`config.mk`:
```
export PLATFORM = sky130hd
export DESIGN_NAME = writeback_scheduler
export DESIGN_NICKNAME = d
export VERILOG_FILES = /design/src/rtl/writeback_scheduler.sv
export SDC_FILE = /design/constraint.sdc
export NUM_CORES = 1
export LEC_CHECK = 0
export BUFFER_PORTS_ARGS = -buffer_cell sky130_fd_sc_hd__clkbuf_2
export CAP_MARGIN = 10
export CORE_MARGIN = 2
export CORE_UTILIZATION = 51
export CTS_CLUSTER_SIZE = 30
export DETAILED_ROUTE_END_ITERATION = 16
export GPL_ROUTABILITY_DRIVEN = 1
export GPL_TIMING_DRIVEN = 0
export PLACE_DENSITY = 0.83
export SETUP_SLACK_MARGIN = 0.15
export SYNTH_ARGS = -nofsm -noshare
export SYNTH_HDL_FRONTEND = slang
export SYNTH_SLANG_ARGS = --single-unit
```
`constraint.sdc`:
```
create_clock -name CLK -period 2.6 [get_ports CLK]
set_input_delay 0.26 -clock CLK [delete_from_list [all_inputs] [get_ports CLK]]
set_output_delay 0.26 -clock CLK [all_outputs]
set_load 0.01 [all_outputs]
```
`src/rtl/writeback_scheduler.sv`:
```
// Round-robin writeback arbiter sharing the register file write port between
// ALU and load results, with a registered write stage and pending-write scoreboard.
module writeback_scheduler #(
  parameter int unsigned DataWidth    = 32,
  parameter int unsigned AddressWidth = 5,
  parameter int unsigned CountWidth   = 16
) (
  input  logic                         CLK,
  input  logic                         Reset,
  input  logic                         Hold,
  input  logic                         AluValid,
  output logic                         AluReady,
  input  logic [AddressWidth-1:0]      AluRegister,
  input  logic [DataWidth-1:0]         AluData,
  input  logic                         MemValid,
  output logic                         MemReady,
  input  logic [AddressWidth-1:0]      MemRegister,
  input  logic [DataWidth-1:0]         MemData,
  input  logic                         IssueValid,
  input  logic [AddressWidth-1:0]      IssueRegister,
  output logic                         RegisterWrite,
  output logic [AddressWidth-1:0]      WriteRegister,
  output logic [DataWidth-1:0]         WriteData,
  output logic [(2**AddressWidth)-1:0] Busy,
  output logic [CountWidth-1:0]        WriteCount
);

  localparam int unsigned NumRegs = 2 ** AddressWidth;

  localparam logic [0:0] GRANT_ALU = 1'b0;
  localparam logic [0:0] GRANT_MEM = 1'b1;

  logic [0:0]              last_grant_q, last_grant_d;
  logic                    reg_write_q, reg_write_d;
  logic [AddressWidth-1:0] wr_reg_q, wr_reg_d;
  logic [DataWidth-1:0]    wr_data_q, wr_data_d;
  logic [NumRegs-1:0]      busy_q, busy_d;
  logic [CountWidth-1:0]   count_q, count_d;

  logic                    grant_alu, grant_mem, xfer;
  logic [AddressWidth-1:0] sel_reg;
  logic [DataWidth-1:0]    sel_data;

  // Each grant looks only at the valids and LastGrant, never at the requester's payload.
  always_comb begin
    grant_alu = 1'b0;
    grant_mem = 1'b0;
    if (!Reset && !Hold) begin
      grant_alu = AluValid && (!MemValid || (last_grant_q == GRANT_MEM));
      grant_mem = MemValid && (!AluValid || (last_grant_q == GRANT_ALU));
    end
  end

  assign AluReady = grant_alu;
  assign MemReady = grant_mem;
  assign xfer     = grant_alu || grant_mem;
  assign sel_reg  = grant_mem ? MemRegister : AluRegister;
  assign sel_data = grant_mem ? MemData     : AluData;

  always_comb begin
    last_grant_d = last_grant_q;
    reg_write_d  = 1'b0;
    wr_reg_d     = wr_reg_q;
    wr_data_d    = wr_data_q;
    busy_d       = busy_q;
    count_d      = count_q;
    if (xfer) begin
      last_grant_d = grant_mem ? GRANT_MEM : GRANT_ALU;
      reg_write_d  = (sel_reg != '0);
      wr_reg_d     = sel_reg;
      wr_data_d    = sel_data;
      busy_d[sel_reg] = 1'b0;
      if (sel_reg != '0) begin
        count_d = count_q + 1'b1;
      end
    end
    // Issue is applied after the clear so a newer producer keeps the bit set.
    if (IssueValid) begin
      busy_d[IssueRegister] = 1'b1;
    end
    busy_d[0] = 1'b0;
  end

  always_ff @(posedge CLK) begin
    if (Reset) begin
      last_grant_q <= GRANT_MEM;
      reg_write_q  <= 1'b0;
      wr_reg_q     <= '0;
      wr_data_q    <= '0;
      busy_q       <= '0;
      count_q      <= '0;
    end else begin
      last_grant_q <= last_grant_d;
      reg_write_q  <= reg_write_d;
      wr_reg_q     <= wr_reg_d;
      wr_data_q    <= wr_data_d;
      busy_q       <= busy_d;
      count_q      <= count_d;
    end
  end

  assign RegisterWrite = reg_write_q;
  assign WriteRegister = wr_reg_q;
  assign WriteData     = wr_data_q;
  assign Busy          = busy_q;
  assign WriteCount    = count_q;

endmodule
```
==> flow_metrics.py <==
metrics = {
    "synth": {
        "synth_area_per_cell_um2": 8.03,
        "synth-seq-cells": 86,
        "synth_compound_area_share_pct": 23.5,
        "synthFlopType": "dfxtp_1",
        "synth_cell_types": 54,
        "synth_cells": 503,
        "synth_xor_area_share_pct": 0.651,
        "synth-seq-area-share_pct": 42.6,
        "synth_top_family_by_area": "simple AND/OR/NAND/NOR gates",
        "syn_nets": 589,
        "synth_edf_count": 0,
        "synthAdderAreaFrac_pct": 0.310,
        "syn-cell-area_mm2": 0.00404,
        "synth_warnings": 0,
        "synthMuxAreaShare_pct": 0.991,
        "synth-simple-area-share_pct": 27.0,
        "synthArstFlopShare_pct": 0,
    },
    "timing": {
        "final_hold_viol_count": 0,
        "fmax_ghz": 0.470,
        "period_share_pct": 81.8,
        "worst_slew_pin_slew_ns": 0.739,
        "finalSetupViolCount": 0,
        "fin_setup_tns_ns": 0,
        "final_critical_path_setup_slack_ns": 0.473,
        "rsz0062_at_grt": "no",
        "slew_violations": 0,
        "skew_ns": 0.00898,
        "layout_min_cycle_time_ns": 2.13,
        "slew_headroom_pct": 50.1,
    },
    "drt": {
        "drc_errors": 0,
        "drt_iter0_drc": 299,
        "first_pass_iters": 5,
        "via_count": 4397,
        "routed.top_layer": "met4",
        "wire_per_inst_um": 15.5,
        "wl_met1_um": 5180,
        "antenna_left": 0,
        "vias_per_cell": 5.60,
        "wl_met3_um": 989,
        "totalWireLength_um": 12100,
        "wl_met2_um": 5740,
    },
    "job": {
        "max_cap_viol_count": 0,
    },
    "layout": {
        "final_cell_mix": "clkbuf_2 (164), dfxtp_1 (86), nand2_1 (81)",
        "nets": 764,
        "drive_above_1_share_pct": 30.2,
        "antenna_cells": 0,
        "syn_to_final_growth_pct": 28.1,
        "mostFrequentLayoutCell": "clkbuf_2",
        "stdcell_area_mm2": 0.00517,
        "final_cells": 785,
    },
    "cts": {
        "cts_resized": 0,
        "cts_setup_buffers": 0,
        "cts.clk_slew.worst_paths_ns": 0.09,
        "cts.sinks": 86,
        "clockBufferDepth": 2,
        "numCtsBuffers": 9,
        "cts_tree": "built",
        "clkLatencyLatePin_ns": 0.35,
        "hold_buffers": 0,
        "htree_levels": 3,
        "clock-root-buffer": "clkbuf_8",
    },
    "pwr": {
        "power.total_w": 0.00265,
        "p_leak_nw": 2.27,
        "powerDensity_mw_per_mm2": 511,
        "peakVddDrop_uv": 317,
    },
    "setup_path": {
        "worst-setup-path-type": "reg -> out",
        "cp.arrival_ns": 1.87,
        "cp-start-kind": "register",
        "cp_top_family": "buffers and inverters",
        "crit_required_ns": 2.34,
        "slowest_delay_ns": 0.38,
        "crit_path_end_kind": "primary output",
        "crit_path_top_delay_cell": "dfxtp_1",
        "cp_max_fo": 10,
        "path_buf_inv": 3,
        "crit_chain": "a211oi_4 -> nand2_2 -> inv_2 -> buf_2 -> clkbuf_2",
    },
    "global_route": {
        "overflow": 0,
        "grt_pass1_wl_um": 19200,
        "grt.total_usage_pct": 27.5,
        "grt_start_max_net_pins": 15,
        "grt_pass1_vias": 4069,
        "antenna_found_initial": 0,
    },
    "place": {
        "dp_hpwl_um": 9150,
        "placed_cells": 769,
        "pre_cts_ws_ns": 0.448,
        "portBuffers": 164,
        "placed_cell_area_mm2": 0.00499,
        "globalplace.congestion": 0.955,
    },
    "floorplan": {
        "die_h_um": 93.0,
        "placeableCoreArea_mm2": 0.00769,
        "start_util_pct": 52.5,
        "die_w_um": 93.0,
        "ios": 173,
        "die-area_mm2": 0.00865,
        "rows": 32,
    },
    "status": {
        "status": "finished, final reports clean",
    },
    "worst_hold_path": {
        "hp-class": "in -> reg",
    },
}
[per-stage QoR]
stage	hold slack, ns	util [%]
after detailed placement	0.480	64.9
after CTS	0.140	67.3
after global routing	0.134	67.3
final	0.149	67.3
after global placement	0.467	64.9
after floorplan	0.419	-
[per-layer routing]
| metal | vias up | global-route usage [%] |
|---|---|---|
| met5 | - | 0 |
| met4 | 0 | 10.8 |
| met3 | 22 | 4.83 |
| met2 | 197 | 45.4 |
| met1 | 2035 | 36.0 |
| li1 | 2143 | - |
[power by group]
group          total, W  leakage, nW  internal, W  switching (W)
logic          0.000374         1.49     0.000150       0.000224
clock network  0.000880       0.0848     0.000402       0.000478
registers       0.00139        0.700      0.00136      0.0000285
total           0.00265         2.27      0.00191       0.000731
[state kept, by name, summed over array words and instances (netlist names)]
signal,count
WriteCount,16
last_grant_q,1
RegisterWrite,1
WriteRegister,5
Busy,31
WriteData,32
[synth_stat cells (2+ instances only)]
cell	number	area share [%]
dfxtp_1	86	43
nand2_1	81	7.5
o21ai_0	73	9.0
nor2_1	54	5.0
a311oi_1	36	7.8
nor2b_1	34	5.3
clkbuf_1	17	1.6
a21oi_1	11	1.4
buf_2	11	1.4
or3_1	9	1.4
inv_1	8	0.74
nand3_1	7	0.87
nand4_1	6	0.93
nor3_1	5	0.62
a41oi_1	4	0.87
buf_1	4	0.37
mux2i_1	4	0.99
nand3b_1	4	0.74
o31ai_1	4	0.74
and3_1	3	0.46
nand2b_1	3	0.46
a31oi_1	2	0.31
and4_1	2	0.43
buf_6	2	0.56
nand4b_1	2	0.43
or3b_2	2	0.43
xor2_1	2	0.43
[worst paths after layout]
kind | from | to | slack, ns | depth (start not counted)
hold / removal | MemData[8] | WriteData[8]$_SDFFE_PP0N_ | 0.15 | 3
setup reg to reg | last_grant_q$_SDFFE_PP1N_ | Busy[20]$_SDFF_PP0_ | 0.51 | 7
setup / recovery | last_grant_q$_SDFFE_PP1N_ | MemReady | 0.47 | 5
hold reg to reg | WriteCount[15]$_SDFFE_PP0P_ | WriteCount[15]$_SDFFE_PP0P_ | 0.49 | 2
[worst register-to-register path: cells and delay by family (launching register included)]
family | cells | cell delay [ns]
buf+inv | 2 | 0.43
flops | 1 | 0.38
compound gates | 4 | 0.94
simple gates | 1 | 0.22
[kinds of logic (layout without fill, tap and decap cells)]
kind of cell,Yosys count,count (layout)
other,1,1
DFF,86,86
xor gates and xnor gates,3,3
adders and majority gates,1,1
AOI/OAI and AO/OA,141,141
muxes,4,4
and+or+nand+nor,223,223
buffers and inverters,44,224
[layout make-up]
class	instances	area [µm²]
fillers	684	2510
multi-input cells	373	2120
flip-flops and latches	86	1720
repair buffers	164	821
plain buffers	35	164
clock buffers	12	155
well taps	102	128
inverters	9	33.8
clock inverters	4	31.3
Note: power is estimated with default switching activity, not from simulation.
